## src/rtl/win3x3_fetch.sv

```systemverilog
// ---------------------------------------------------------------------------
// win3x3_fetch
//
// Read-side initiator for the 3-word-wide line memory that feeds the 3x3 blur
// kernel. Walks every valid 3x3 window of an img_w x img_h frame in raster
// order. For each window it issues three row reads, then gathers the three
// 3-pixel row slices into one 9-pixel window. The window is presented
// downstream on a valid/ready handshake.
//
// Ports:
//   CLK        rising-edge clock
//   RST_N      asynchronous active-low reset (aborts a frame, no DONE)
//   START      frame start request, only sampled while idle
//   BUSY       high while a frame is in progress
//   DONE       one-cycle pulse after the last window of a frame is accepted
//   MEM_ADDR   row-slice start address of the current read
//   MEM_RD     memory read enable (read data returns one cycle later)
//   MEM_ODATA  memory read data, lane c = mem[MEM_ADDR + c]
//   WIN_DATA   window, pixel(r,c) at [(3r+c)*data_w +: data_w]
//   WIN_X      window top-left column
//   WIN_Y      window top-left row
//   WIN_VALID  window available
//   WIN_READY  downstream accepts the window
//
// Per window: 3 ISSUE cycles + 1 FLUSH cycle + >=1 OUT cycle, so one window
// every 5 cycles when WIN_READY is tied high.
// ---------------------------------------------------------------------------
module win3x3_fetch #(
    parameter int addr_w = 8,
    parameter int data_w = 8,
    parameter int img_w  = 16,
    parameter int img_h  = 16
) (
    input  logic                  CLK,
    input  logic                  RST_N,
    input  logic                  START,
    output logic                  BUSY,
    output logic                  DONE,
    output logic [addr_w-1:0]     MEM_ADDR,
    output logic                  MEM_RD,
    input  logic [3*data_w-1:0]   MEM_ODATA,
    output logic [9*data_w-1:0]   WIN_DATA,
    output logic [addr_w-1:0]     WIN_X,
    output logic [addr_w-1:0]     WIN_Y,
    output logic                  WIN_VALID,
    input  logic                  WIN_READY
);

    localparam logic [1:0] S_IDLE  = 2'd0;
    localparam logic [1:0] S_ISSUE = 2'd1;
    localparam logic [1:0] S_FLUSH = 2'd2;
    localparam logic [1:0] S_OUT   = 2'd3;

    // Address step between vertically adjacent pixels.
    localparam logic [addr_w-1:0] ROW_STEP = addr_w'(img_w);
    // Last legal top-left column / row of a window.
    localparam logic [addr_w-1:0] X_LAST   = addr_w'(img_w - 3);
    localparam logic [addr_w-1:0] Y_LAST   = addr_w'(img_h - 3);

    logic [1:0]        state;
    logic [1:0]        row_cnt;    // row of the window being read (0..2)
    logic [addr_w-1:0] base_addr;  // address of the window's top-left pixel

    // Delayed copy of the read request: tells the capture stage which window
    // row the data currently on MEM_ODATA belongs to.
    logic              cap_vld_p0;
    logic [1:0]        cap_row_p0;

    // ---- stage 0: read issue and window sequencing ----
    always_ff @(posedge CLK or negedge RST_N) begin
        if (!RST_N) begin
            state      <= S_IDLE;
            row_cnt    <= 2'd0;
            base_addr  <= '0;
            BUSY       <= 1'b0;
            DONE       <= 1'b0;
            MEM_ADDR   <= '0;
            MEM_RD     <= 1'b0;
            WIN_X      <= '0;
            WIN_Y      <= '0;
            WIN_VALID  <= 1'b0;
            cap_vld_p0 <= 1'b0;
            cap_row_p0 <= 2'd0;
        end else begin
            DONE       <= 1'b0;
            cap_vld_p0 <= MEM_RD;
            cap_row_p0 <= row_cnt;

            case (state)
                S_IDLE: begin
                    if (START) begin
                        state     <= S_ISSUE;
                        row_cnt   <= 2'd0;
                        base_addr <= '0;
                        WIN_X     <= '0;
                        WIN_Y     <= '0;
                        MEM_ADDR  <= '0;
                        MEM_RD    <= 1'b1;
                        BUSY      <= 1'b1;
                    end
                end

                S_ISSUE: begin
                    if (row_cnt == 2'd2) begin
                        state  <= S_FLUSH;
                        MEM_RD <= 1'b0;
                    end else begin
                        row_cnt  <= row_cnt + 2'd1;
                        MEM_ADDR <= MEM_ADDR + ROW_STEP;
                    end
                end

                S_FLUSH: begin
                    // Row 2 lands in the capture stage at this edge.
                    state     <= S_OUT;
                    WIN_VALID <= 1'b1;
                end

                S_OUT: begin
                    if (WIN_READY) begin
                        WIN_VALID <= 1'b0;
                        if (WIN_X < X_LAST) begin
                            state     <= S_ISSUE;
                            row_cnt   <= 2'd0;
                            WIN_X     <= WIN_X + addr_w'(1);
                            base_addr <= base_addr + addr_w'(1);
                            MEM_ADDR  <= base_addr + addr_w'(1);
                            MEM_RD    <= 1'b1;
                        end else if (WIN_Y < Y_LAST) begin
                            // base_addr is y*img_w + (img_w-3); adding 3 lands
                            // on the first pixel of the next row.
                            state     <= S_ISSUE;
                            row_cnt   <= 2'd0;
                            WIN_X     <= '0;
                            WIN_Y     <= WIN_Y + addr_w'(1);
                            base_addr <= base_addr + addr_w'(3);
                            MEM_ADDR  <= base_addr + addr_w'(3);
                            MEM_RD    <= 1'b1;
                        end else begin
                            state <= S_IDLE;
                            BUSY  <= 1'b0;
                            DONE  <= 1'b1;
                        end
                    end
                end

                default: begin
                    state <= S_IDLE;
                end
            endcase
        end
    end

    // ---- stage 1: capture returning row slice into the window ----
    // Lane c of the memory word is column c of the slice, so a whole row
    // drops straight into its 3-pixel field of the window.
    always_ff @(posedge CLK or negedge RST_N) begin
        if (!RST_N) begin
            WIN_DATA <= '0;
        end else if (cap_vld_p0) begin
            case (cap_row_p0)
                2'd0:    WIN_DATA[0*3*data_w +: 3*data_w] <= MEM_ODATA;
                2'd1:    WIN_DATA[1*3*data_w +: 3*data_w] <= MEM_ODATA;
                2'd2:    WIN_DATA[2*3*data_w +: 3*data_w] <= MEM_ODATA;
                default: ;
            endcase
        end
    end

endmodule

```

## config.mk

```make
export PLATFORM = sky130hd
export DESIGN_NAME = win3x3_fetch
export DESIGN_NICKNAME = d
export VERILOG_FILES = /design/src/rtl/win3x3_fetch.sv
export SDC_FILE = /design/constraint.sdc
export NUM_CORES = 1
export LEC_CHECK = 0
export CORE_MARGIN = 2
export CORE_UTILIZATION = 45
export CTS_BUF_LIST = sky130_fd_sc_hd__clkbuf_2
export DETAILED_ROUTE_END_ITERATION = 6
export PLACE_DENSITY = 0.75
export SLEW_MARGIN = 20
export SYNTH_ARGS = -nofsm -noshare
export SYNTH_HDL_FRONTEND = slang
export SYNTH_SLANG_ARGS = --single-unit
```

## constraint.sdc

```tcl
create_clock -name CLK -period 2.4 [get_ports CLK]
set_clock_uncertainty 0.2 [all_clocks]
set_input_delay 0.24 -clock CLK [delete_from_list [all_inputs] [get_ports CLK]]
set_output_delay 0.24 -clock CLK [all_outputs]
set_load 0.05 [all_outputs]
```

==> out/results.tsv <==
stage	metric	value	unit
run_status	outcome	finished, final reports clean	
timing	Period Utilization, post-route	95.2	%
timing	Fmax achieved	438	MHz
clock_network	clk buf depth	2	
routing	drt first pass iters	6	
finish	Post-Layout Cell Count	680	
timing	Final Setup Violations	0	
yosys	Mapped Area	4900	um^2
timing	RSZ-0062 raised after global routing	yes	
clock_network	Root Driver	clkbuf_2	
yosys	top-area cell type share of the netlist area	58.7	%
die	Initial Util	45.6	%
routing	final wirelength	11100	um
die	Top-Level Pins	128	
min_path	Hold/Removal Path Class	in2reg	
die	core box area	10700	um^2
routing	Final ANT Viol Nets	0	
finish	commonest non-fill, non-tap cell in the layout	dfrtp_1	
finish	post-layout net count	567	
timing	Final Hold Viols	0	
placed_design	GP Congestion	0.809	
finish	Final Core Density	64.6	%
yosys	number of synthesized register bits	115	
yosys	warnings from Yosys	0	
finish	# fillers	849	
die	Die Y	108	um
global_route	GRT Residual Overflow	0	
worst_setup_path	CP startpoint kind	flip-flop	
finish	layout cells sized above 1	28.3	%
routing	Initial DRC Count	110	
timing	Max-slew headroom	63.3	%
flow_run	max-cap viol count	0	
clock_network	clk slew on worst S/H paths	170	ps
finish	Ant. Diodes	0	
die	Cell Rows	38	
die	die span in x	108	um
worst_setup_path	Critical Path RT	2720	ps
clock_network	TritonCTS clock tree	done	
finish	multi-input combinational cell area	1940	um^2
yosys	number of synthesized flops with an enable pin	0	
die	Die ar.	11700	um^2
yosys	post-synth cell types	54	
yosys	average size of a mapped cell	13.4	um^2
yosys	predominant post-synthesis flop cell	dfrtp_1	
global_route	pin count of the biggest net entering global routing	41	
clock_network	htree depth	4	
timing	worst slew pin tran	550	ps
worst_setup_path	WP data arrival	2600	ps
yosys	Seq/Total Area, Yosys	58.7	%
worst_setup_path	endpoint class of the critical path	flip-flop	
yosys	post-synthesis cell count	365	
global_route	vias in the first global route	3615	
placed_design	input/output buffers	127	
worst_setup_path	CP max FO	4	
placed_design	post-DP HPWL	7860	um
clock_network	worst skew pair latency	630	ps
yosys	syn nets	405	
worst_setup_path	WS Path Type	reg2reg	
timing	Max Slew Vio Count	0	
routing	via/cell ratio	5.11	
routing	routed via count	3477	
clock_network	TritonCTS Buffers	17	
yosys	ys async rst share	100	%
global_route	GRT Total Usage	19.9	%
global_route	first-pass GRT wire length	17900	um
routing	DR DRC count	0	
yosys	ranking of synthesized cells by area	dfrtp_1 (59%), mux2_2 (17%), ha_1 (2.8%)	
placed_design	placed cells	638	
timing	Tmin final	2280	ps
clock_network	Sink Count	115	
global_route	initial antenna violation count	0	
finish	commonest cells after routing, fill and taps aside	dfrtp_1 (109), clkdlybuf4s50_1 (89), mux2_2 (76)	
yosys	Yosys top cell by area	dfrtp_1	
routing	drt wl/cell	16.3	um
finish	Sequential Area	2890	um^2
finish	Area Growth Syn to Fin	41.7	%
==> flip-flops by register name (all words and copies together) (netlist names) <==
name        count
WIN_Y           8
BUSY            1
row_cnt         2
base_addr       8
cap_row_p0      2
MEM_RD          1
DONE            1
WIN_X           8
WIN_DATA       72
MEM_ADDR        8
cap_vld_p0      1
WIN_VALID       1
state           2
==> synthesized netlist by cell type, types with 2 or more instances <==
cell	number
a21oi_1	2
a22o_1	3
a2bb2oi_1	2
a31oi_1	2
and2_1	5
buf_2	3
clkbuf_1	7
dfrtp_1	115
ha_1	11
inv_1	16
mux2_2	76
mux2i_1	2
nand2_1	23
nand2b_1	2
nand3_1	10
nand3b_1	3
nor2_1	11
nor2b_1	4
nor3_1	4
nor3b_1	2
nor4_4	2
o21ai_0	14
o21ai_1	6
o22ai_1	2
o2bb2ai_1	3
o31ai_2	2
o41ai_1	2
xnor2_1	5
==> metal layers <==
metal | share of wire, % | vias to the layer above | track usage, %
met5 | 0 | - | 0
met4 | 0.64 | 0 | 6.68
met3 | 6.8 | 6 | 6.51
met2 | 50 | 112 | 33.2
met1 | 43 | 1729 | 24.5
li1 | - | 1630 | -
==> per-stage QoR <==
stage / setup WS [ps] / hold slack [ps] / TNS (ps) / cell area, um^2
after floorplan: 9.33 / -256 / 0 / 4920
after global placement: 175 / 62.3 / 0 / 6460
after detailed placement: 88.6 / 61.0 / 0 / 6460
after CTS: 7.02 / 3.34 / 0 / 6820
after global routing: -29.5 / -0.656 / -32.5 / 6940
final: 115 / 79.6 / 0 / 6940
==> final timing paths <==
| path | start | end | slack [ps] | cells after the start |
|---|---|---|---|---|
| max reg2reg | WIN_X[0] | MEM_ADDR[5] | 120 | 10 |
| min reg2reg | row_cnt[0] | cap_row_p0[0] | 190 | 0 |
| max in group asynchronous | RST_N | WIN_DATA[7] | 1170 | 4 |
| min | MEM_ODATA[18] | WIN_DATA[42] | 80 | 2 |
| max | WIN_X[0] | MEM_ADDR[5] | 120 | 10 |
| min in group asynchronous | RST_N | WIN_DATA[3] | 450 | 4 |
==> cell families after synthesis <==
group | count (synthesis) | synth area share [%]
buf+inv | 28 | 2.45
compound gates | 50 | 7.58
mux | 79 | 18.2
fa+ha+maj | 12 | 3.22
simple gates | 75 | 8.81
flops | 115 | 58.7
xor+xnor | 6 | 1.07
==> layout make-up <==
cell class | count | area share, %
sequential | 115 | 41.5
multi-input combinational | 222 | 28.0
timing repair buffer | 155 | 22.3
clock inverter | 13 | 3.41
tap | 140 | 2.52
clock buffer | 19 | 1.37
inverter | 16 | 0.865
==> critical path: stages (launching register included) <==
cell,delay [ps]
dfrtp_2,460
inv_2,70
ha_1,130
nand3b_4,140
nand2_2,80
ha_4,270
a21o_1,150
nand4_1,120
xor2_1,150
nor2_1,70
o32a_1,320
==> timing repair <==
action | in CTS | in global routing
endpoints found under the setup margin | 17 | 23
pin swaps | 0 | 1
hold buffers | 4 | 3
hold endpoints to repair | 116 | 5
gates resized for setup | 17 | 24
buffers inserted | 0 | 3
Power is left out: the tool's default activity adds up to more than one toggle a clock period on the data nets, which glitch-free logic cannot reach.
